<file path="config.mk">
export PLATFORM = sky130hd
export DESIGN_NAME = mac_job_sched
export DESIGN_NICKNAME = d
export VERILOG_FILES = /design/src/rtl/mac_job_sched.sv
export SDC_FILE = /design/constraint.sdc
export NUM_CORES = 1
export LEC_CHECK = 0
export ABC_AREA = 1
export CORE_MARGIN = 2
export CORE_UTILIZATION = 47
export CTS_CLUSTER_SIZE = 10
export DETAILED_ROUTE_END_ITERATION = 12
export PLACE_DENSITY = 0.79
export SLEW_MARGIN = 20
export SYNTH_ARGS = -nofsm -noshare
export SYNTH_HDL_FRONTEND = slang
export SYNTH_SLANG_ARGS = --single-unit
export TNS_END_PERCENT = 100
</file>
<file path="constraint.sdc">
create_clock -name clk -period 2 [get_ports clk]
set_input_delay 0.4 -clock clk [delete_from_list [all_inputs] [get_ports clk]]
set_output_delay 0.4 -clock clk [all_outputs]
set_load 0.02 [all_outputs]
</file>
<file path="src/rtl/mac_job_sched.sv">
// Round-robin arbiter that lends one MAC_v4 datapath to two operand requesters,
// streaming one burst at a time and returning the tagged MAC result.
//
// state  | meaning
// IDLE   | no job; pick a requester (priority breaks ties)
// STREAM | granted requester's beats forwarded to the MAC, 1-cycle latency
// WAIT   | burst done; waiting for mac_out_valid or the timeout
// RESP   | result held on res_* until res_ready
module mac_job_sched #(
  parameter int MAX_LEN = 16,
  parameter int TIMEOUT = 8
) (
  input  logic       clk,
  input  logic       rst,
  input  logic       req0_valid,
  output logic       req0_ready,
  input  logic [3:0] req0_a,
  input  logic [3:0] req0_b,
  input  logic       req0_last,
  input  logic       req1_valid,
  output logic       req1_ready,
  input  logic [3:0] req1_a,
  input  logic [3:0] req1_b,
  input  logic       req1_last,
  output logic       mac_in_valid,
  output logic [3:0] mac_in1,
  output logic [3:0] mac_in2,
  input  logic       mac_out_valid,
  input  logic [9:0] mac_out,
  output logic       res_valid,
  input  logic       res_ready,
  output logic       res_id,
  output logic [9:0] res_data,
  output logic [1:0] res_status
);

  localparam int BW = $clog2(MAX_LEN + 1);
  localparam int TW = $clog2(TIMEOUT + 1);

  typedef enum logic [1:0] {IDLE, STREAM, WAIT, RESP} state_t;

  state_t        state;
  logic          grant_id;
  logic          prio;
  logic [BW-1:0] beat_cnt;
  logic [TW-1:0] to_cnt;
  logic [1:0]    status;

  logic          grant_nxt;
  logic          sel_valid;
  logic          sel_ready;
  logic          sel_last;
  logic [3:0]    sel_a;
  logic [3:0]    sel_b;
  logic          accept;
  logic          hit_max;

  always_comb begin
    grant_nxt = (req0_valid && req1_valid) ? prio : req1_valid;
    sel_valid = grant_id ? req1_valid : req0_valid;
    sel_ready = grant_id ? req1_ready : req0_ready;
    sel_last  = grant_id ? req1_last  : req0_last;
    sel_a     = grant_id ? req1_a     : req0_a;
    sel_b     = grant_id ? req1_b     : req0_b;
    accept    = (state == STREAM) && sel_valid && sel_ready;
    hit_max   = (beat_cnt == BW'(MAX_LEN - 1));
  end

  always_ff @(posedge clk) begin
    if (rst) begin
      state        <= IDLE;
      grant_id     <= 1'b0;
      prio         <= 1'b0;
      beat_cnt     <= '0;
      to_cnt       <= '0;
      status       <= 2'b00;
      req0_ready   <= 1'b0;
      req1_ready   <= 1'b0;
      mac_in_valid <= 1'b0;
      mac_in1      <= 4'd0;
      mac_in2      <= 4'd0;
      res_valid    <= 1'b0;
      res_id       <= 1'b0;
      res_data     <= 10'd0;
      res_status   <= 2'b00;
    end else begin
      mac_in_valid <= 1'b0;
      case (state)
        IDLE: begin
          if (req0_valid || req1_valid) begin
            grant_id   <= grant_nxt;
            req0_ready <= ~grant_nxt;
            req1_ready <= grant_nxt;
            beat_cnt   <= '0;
            status     <= 2'b00;
            state      <= STREAM;
          end
        end
        STREAM: begin
          if (accept) begin
            mac_in_valid <= 1'b1;
            mac_in1      <= sel_a;
            mac_in2      <= sel_b;
            beat_cnt     <= beat_cnt + 1'b1;
            if (sel_last || hit_max) begin
              req0_ready <= 1'b0;
              req1_ready <= 1'b0;
              to_cnt     <= '0;
              state      <= WAIT;
              if (!sel_last) status <= 2'b10;
            end
          end else if (beat_cnt != '0) begin
            // bubble after the first beat truncates the burst
            req0_ready <= 1'b0;
            req1_ready <= 1'b0;
            to_cnt     <= '0;
            status     <= 2'b10;
            state      <= WAIT;
          end
        end
        WAIT: begin
          if (mac_out_valid) begin
            res_data   <= mac_out;
            res_status <= status;
            res_id     <= grant_id;
            res_valid  <= 1'b1;
            state      <= RESP;
          end else begin
            to_cnt <= to_cnt + 1'b1;
            if (to_cnt == TW'(TIMEOUT - 1)) begin
              res_data   <= 10'd0;
              res_status <= 2'b01;
              res_id     <= grant_id;
              res_valid  <= 1'b1;
              state      <= RESP;
            end
          end
        end
        RESP: begin
          if (res_ready) begin
            res_valid <= 1'b0;
            prio      <= ~grant_id;
            state     <= IDLE;
          end
        end
        default: state <= IDLE;
      endcase
    end
  end

endmodule
</file>
# [Word level (Yosys, flattened, before mapping)]
# Cells that the tools add are included.
[totals] register_bits=40 wordCells=100 out_inout_bits=25 input_bits=34
[op_classes] bitwise_logic=3 mux=45 reduce_logical=22 eq_ne=13 add_sub_neg=2
[ops] op="2-to-1 mux 2 bit" count=13
[ops] op="2-to-1 mux 4 bit" count=6
[ops] op="2-to-1 mux 10 bit" count=2
[ops] op="2-to-1 mux 1 bit" count=15
[ops] op="2-to-1 mux 5 bit" count=2
[ops] op="one-hot mux 5 bit (2 select lines)" count=1
[ops] op="AND reduction 5 bit" count=2
[ops] op="!= test 2 bit, second input constant" count=4
[ops] op="one-hot mux 2 bit (4 select lines)" count=1
[ops] op="one-hot mux 4 bit (2 select lines)" count=1
[ops] op="AND reduction 2 bit" count=4
[ops] op="AND reduction 4 bit" count=2
[ops] op="nonzero test 2 bit" count=4
[ops] op="!= test 3 x 2 -> 1 bit, second input constant" count=2
[ops] op="!= test 3 bit, second input constant" count=2
[ops] op="one-hot mux 1 bit (2 select lines)" count=3
[ops] op="AND reduction 3 bit" count=2
[ops] op="adder 5 x 1 -> 5 bit, second input constant" count=1
[ops] op="equality test 5 x 4 -> 1 bit, second input constant" count=1
[ops] op="nonzero test 5 bit" count=1
[ops] op="adder 4 x 1 -> 4 bit, second input constant" count=1
[ops] op="equality test 2 bit, second input constant" count=2
[ops] op="equality test 4 x 3 -> 1 bit, second input constant" count=1
[ops] op="one-hot mux 2 bit (2 select lines)" count=1
[ops] op="other kinds (6)" count=11

# [Depth between registers and ports, before layout]
# Gate-level depths: netlist (run 1).
[logic_depth] word_depth=5 mapped_depth=10 mapped_depth_nobuf=10

# [Worst setup path after synthesis (run 1)]
# No wires, ideal clock.
[synth_timing] path_type="register to register" startpoint="register state[1]" endpoint="register beat_cnt[1]" stages_incl_launch_ff=11 t_required_ns=1.872 arrival_ns=1.253 path_buffers=1 setup_ns=0.128 period_less_slack_ns=1.381 slack_ns=0.619 path_cell_list="dfxtp_1 inv_1 ha_1 buf_6 inv_4 o21ai_4 nand2_4 inv_2 nand2_1 o21ai_1 nor2_1"
[synth_via] elab_chain_cells=5 word_cells_on_any_way=9 cone_classes="3 x eq/ne; 1 x mux; 5 x reduce/logical"
[synth_rtl] item="start, declared" line_no="42" rtl="state_t state;"
[synth_rtl] item="start signal, assigned" line_no="71" rtl="state <= IDLE;"
[synth_rtl] item="start signal, assigned" line_no="96" rtl="state <= STREAM;"
[synth_rtl] item="start signal, assigned" line_no="109" rtl="state <= WAIT;"
[synth_rtl] item="equality test 2 x 1 -> 1 bit" line_no="65, 88"
[synth_rtl] item="logical AND 1 bit (2 in series)" line_no="65" rtl="accept = (state == STREAM) && sel_valid && sel_ready;"
[synth_rtl] item="!= test 2 bit (no line)"
[synth_rtl] item="AND reduction 3 bit (no line)"
[synth_rtl] item="end signal, assigned" line_no="104" rtl="beat_cnt <= beat_cnt + 1'b1;"
[synth_rtl] item="end, declared" line_no="45" rtl="logic [BW-1:0] beat_cnt;"
# Parallel ways exist; a longest one is shown, timed or not.
# A chain may end at the register's enable or synchronous reset.

# [Worst setup path after layout (run 1)]
[layout_timing] startpoint="register req0_ready" endpoint="output port req0_ready"
[layout_lines] item="start, declared" line_no="16" rtl="output logic req0_ready,"
[layout_lines] item="start signal, assigned" line_no="92" rtl="req0_ready <= ~grant_nxt;"
# No word-level cell between the ends.

==> flow_summary_export.csv, run 1 <==
group,metric,value,unit
synth,netlist.area_leader.share,38.28,%
critical_path,crit_family,"buffers and inverters",
synth,ys_warn_count,0,
timing,hold_ws,0.4614,ns
detailed_routing,final_antenna_net_count,0,
synth,syn_area_per_cell,7.443,sq um
die,dieArea,4883,sq um
global_route,grt_use_total,19.40,%
clock_network,cts_tree,"done",
run_status,status,"complete, no violations",
cells_and_area,final_common_cell,"nand2_1",
clock_network,numCtsBuffers,5,
synth,ys_top_cells_by_area,"dfxtp_1, nand2_1, inv_1, nor2_1, ha_1",
clock_network,cts_sinks,39,
synth,synth_largest_area_cell,"dfxtp_1",
timing,tightest_slew,0.4808,ns
die,die_h,69.88,um
critical_path,critPathSlowestCell,"clkdlybuf4s50_1",
timing,finalSetupViolCount,0,
cells_and_area,final_cells,384,
detailed_routing,via_count,1873,
min_path,hp-class,"flop to flop",
critical_path,path_cells,"clkdlybuf4s50_1",
detailed_routing,drt_first_iter_violations,125,
synth,syn_area,2039,sq um
timing,fin_crit,1.760,ns
die,die_w,69.88,um
cells_and_area,antenna_cells,0,
timing,rsz0062_at_grt,"no",
detailed_routing,drt-total-wl,4647,um
global_route,antenna_found_initial,0,
synth,ys_seq_elements,39,
place,pre_cts_slack,0.1208,ns
cells_and_area,multiInputGateArea,1049,sq um
clock_network,postCtsHoldBufs,0,
power_and_ir_drop,p_leak,1.165,nW
cells_and_area,register_area,780.7,sq um
die,start_util,49.91,%
job,cap_violations,0,
die,boundaryPins,59,
power_and_ir_drop,cellPowerDensity,1145,nW/um^2
detailed_routing,route.detailed.drc,0,
clock_network,clock_path_buffers,2,
critical_path,path_buf_inv,1,
clock_network,clk_pin_slew,0.08,ns
cells_and_area,area_growth,35.09,%
synth,synthCells,274,
place,gp_congestion,0.8746,
timing,setup_slack,0.2400,ns
critical_path,max_stage_delay,0.65,ns
place,port_buffers,58,
synth,synthDistinctLibCells,32,
critical_path,worst-setup-path-type,"flop to output pin",
detailed_routing,wl_per_cell,12.10,um
cells_and_area,fillers,349,
global_route,grt_pass1_vias,1821,
timing,clock.fmax,0.5682,GHz
die,rows,23,
place,hpwl,3486,um
cells_and_area,final_cell_mix,"nand2_1, clkdlybuf4s50_1, dfxtp_1",
global_route,grt_pass1_wl,7824,um
timing,slew_headroom,67.95,%
timing,slew_viol_final,0,
timing,fin_crit_sh,88.00,%
synth,async_flop_share,0,%
detailed_routing,drt_pass1_iterations,4,
cells_and_area,final_nets,375,
global_route,grt_max_degree,18,
clock_network,root_buffer,"clkbuf_8",
timing,hold_viol_final,0,
detailed_routing,routed_via_density,4.878,
cells_and_area,drive_gt1_share,11.38,%
clock_network,clk_latency,0.29,ns
timing,finClkSkew,0.002518,ns
critical_path,required,1.60,ns
critical_path,startpoint_type,"flop",
synth,syn_nets,316,
power_and_ir_drop,vdd.ir_drop.worst,0.7966,mV
global_route,grt-ovfl-total,0,
clock_network,cts_resized,0,
place,dp.cells,376,
synth,synth.yosys.seq_area_share,38.28,%
critical_path,cp-end-kind,"output pin",
die,core-area,4086,sq um
critical_path,cp.arrival,1.36,ns
timing,setup_tns,0,ns
synth,synth-edff-count,0,
synth,synth_flop_cell,"dfxtp_1",
critical_path,crit_fanout,3,
clock_network,htree_levels,2,
clock_network,cts_setup_buffers,0,
==> area by class of cell <==
class,instances,share of cell area (%)
multi-input cells,191,38.06
clock inverters,2,1.272
flip-flops and latches,39,28.34
inverters,34,4.905
well taps,50,2.271
repair buffers,62,22.16
clock buffers,6,2.997
==> cell families after synthesis <==
logic type	after synthesis	share of synthesized area, %
and+or+nand+nor	133	31.96
adders and majority gates	8	4.908
buffers and inverters	44	10.31
AOI/OAI and AO/OA	50	14.54
DFF	39	38.28
==> path summary, 6_finish.rpt <==
kind	from	end	slack, ns	depth (start not counted)
max reg2reg	state[1]$_SDFFE_PP0P_	beat_cnt[1]$_SDFFE_PP0P_	0.26	9
min reg2reg	status[1]$_SDFFE_PP0P_	status[1]$_SDFFE_PP0P_	0.46	2
max	req0_ready$_SDFFE_PP0P_	req0_ready	0.24	1
min	status[1]$_SDFFE_PP0P_	status[1]$_SDFFE_PP0P_	0.46	2
==> report_power, final <==
group / total [mW] / switching (mW) / internal, mW
Combinational: 1.39 / 0.828 / 0.558
Sequential: 1.08 / 0.137 / 0.943
Clock: 0.688 / 0.284 / 0.404
Total: 3.15 / 1.25 / 1.91
==> through the flow <==
stage,util [%],cell area [sq um],power (mW)
after floorplan,-,2039,2.112
after global placement,64.54,2638,2.459
after detailed placement,64.54,2638,2.485
after CTS,67.42,2755,3.171
after global routing,67.42,2755,3.392
final,67.42,2755,3.155
==> cells in the mapped netlist (4+ instances only) <==
| cell | instances |
|---|---|
| ha_1 | 8 |
| dfxtp_1 | 39 |
| nand3_1 | 5 |
| nand4_1 | 8 |
| a21oi_1 | 19 |
| a31oi_1 | 8 |
| o21ai_2 | 4 |
| o21ai_0 | 12 |
| nor2_1 | 28 |
| inv_1 | 29 |
| nand2_4 | 4 |
| nand2_1 | 77 |
==> registers in the layout (all words and copies together) (netlist names), 2 cells and up <==
signal	flops
res_status	2
mac_in1	4
mac_in2	4
res_data	10
to_cnt	4
state	2
beat_cnt	5
==> per-layer routing <==
metal	share of wire, %	GRT usage (%)	vias to the layer above
li1	-	-	999
met1	44	22.70	842
met2	52	35.56	26
met3	2.5	3.896	6
met4	1.3	5.556	0
met5	0	0	-
Power figures use the tool's default switching activity.
==> run 2: changes to the inputs <==
Settings changed: SLEW_MARGIN 20 to 10.
==> results of run 2 <==
No change in the layout: final DEF, timing and power equal those of run 1.
==> run 3: changes to the inputs <==
Settings changed: CAP_MARGIN set to 20.
==> results of run 3 <==
No change in the layout: final DEF, timing and power equal those of run 1.
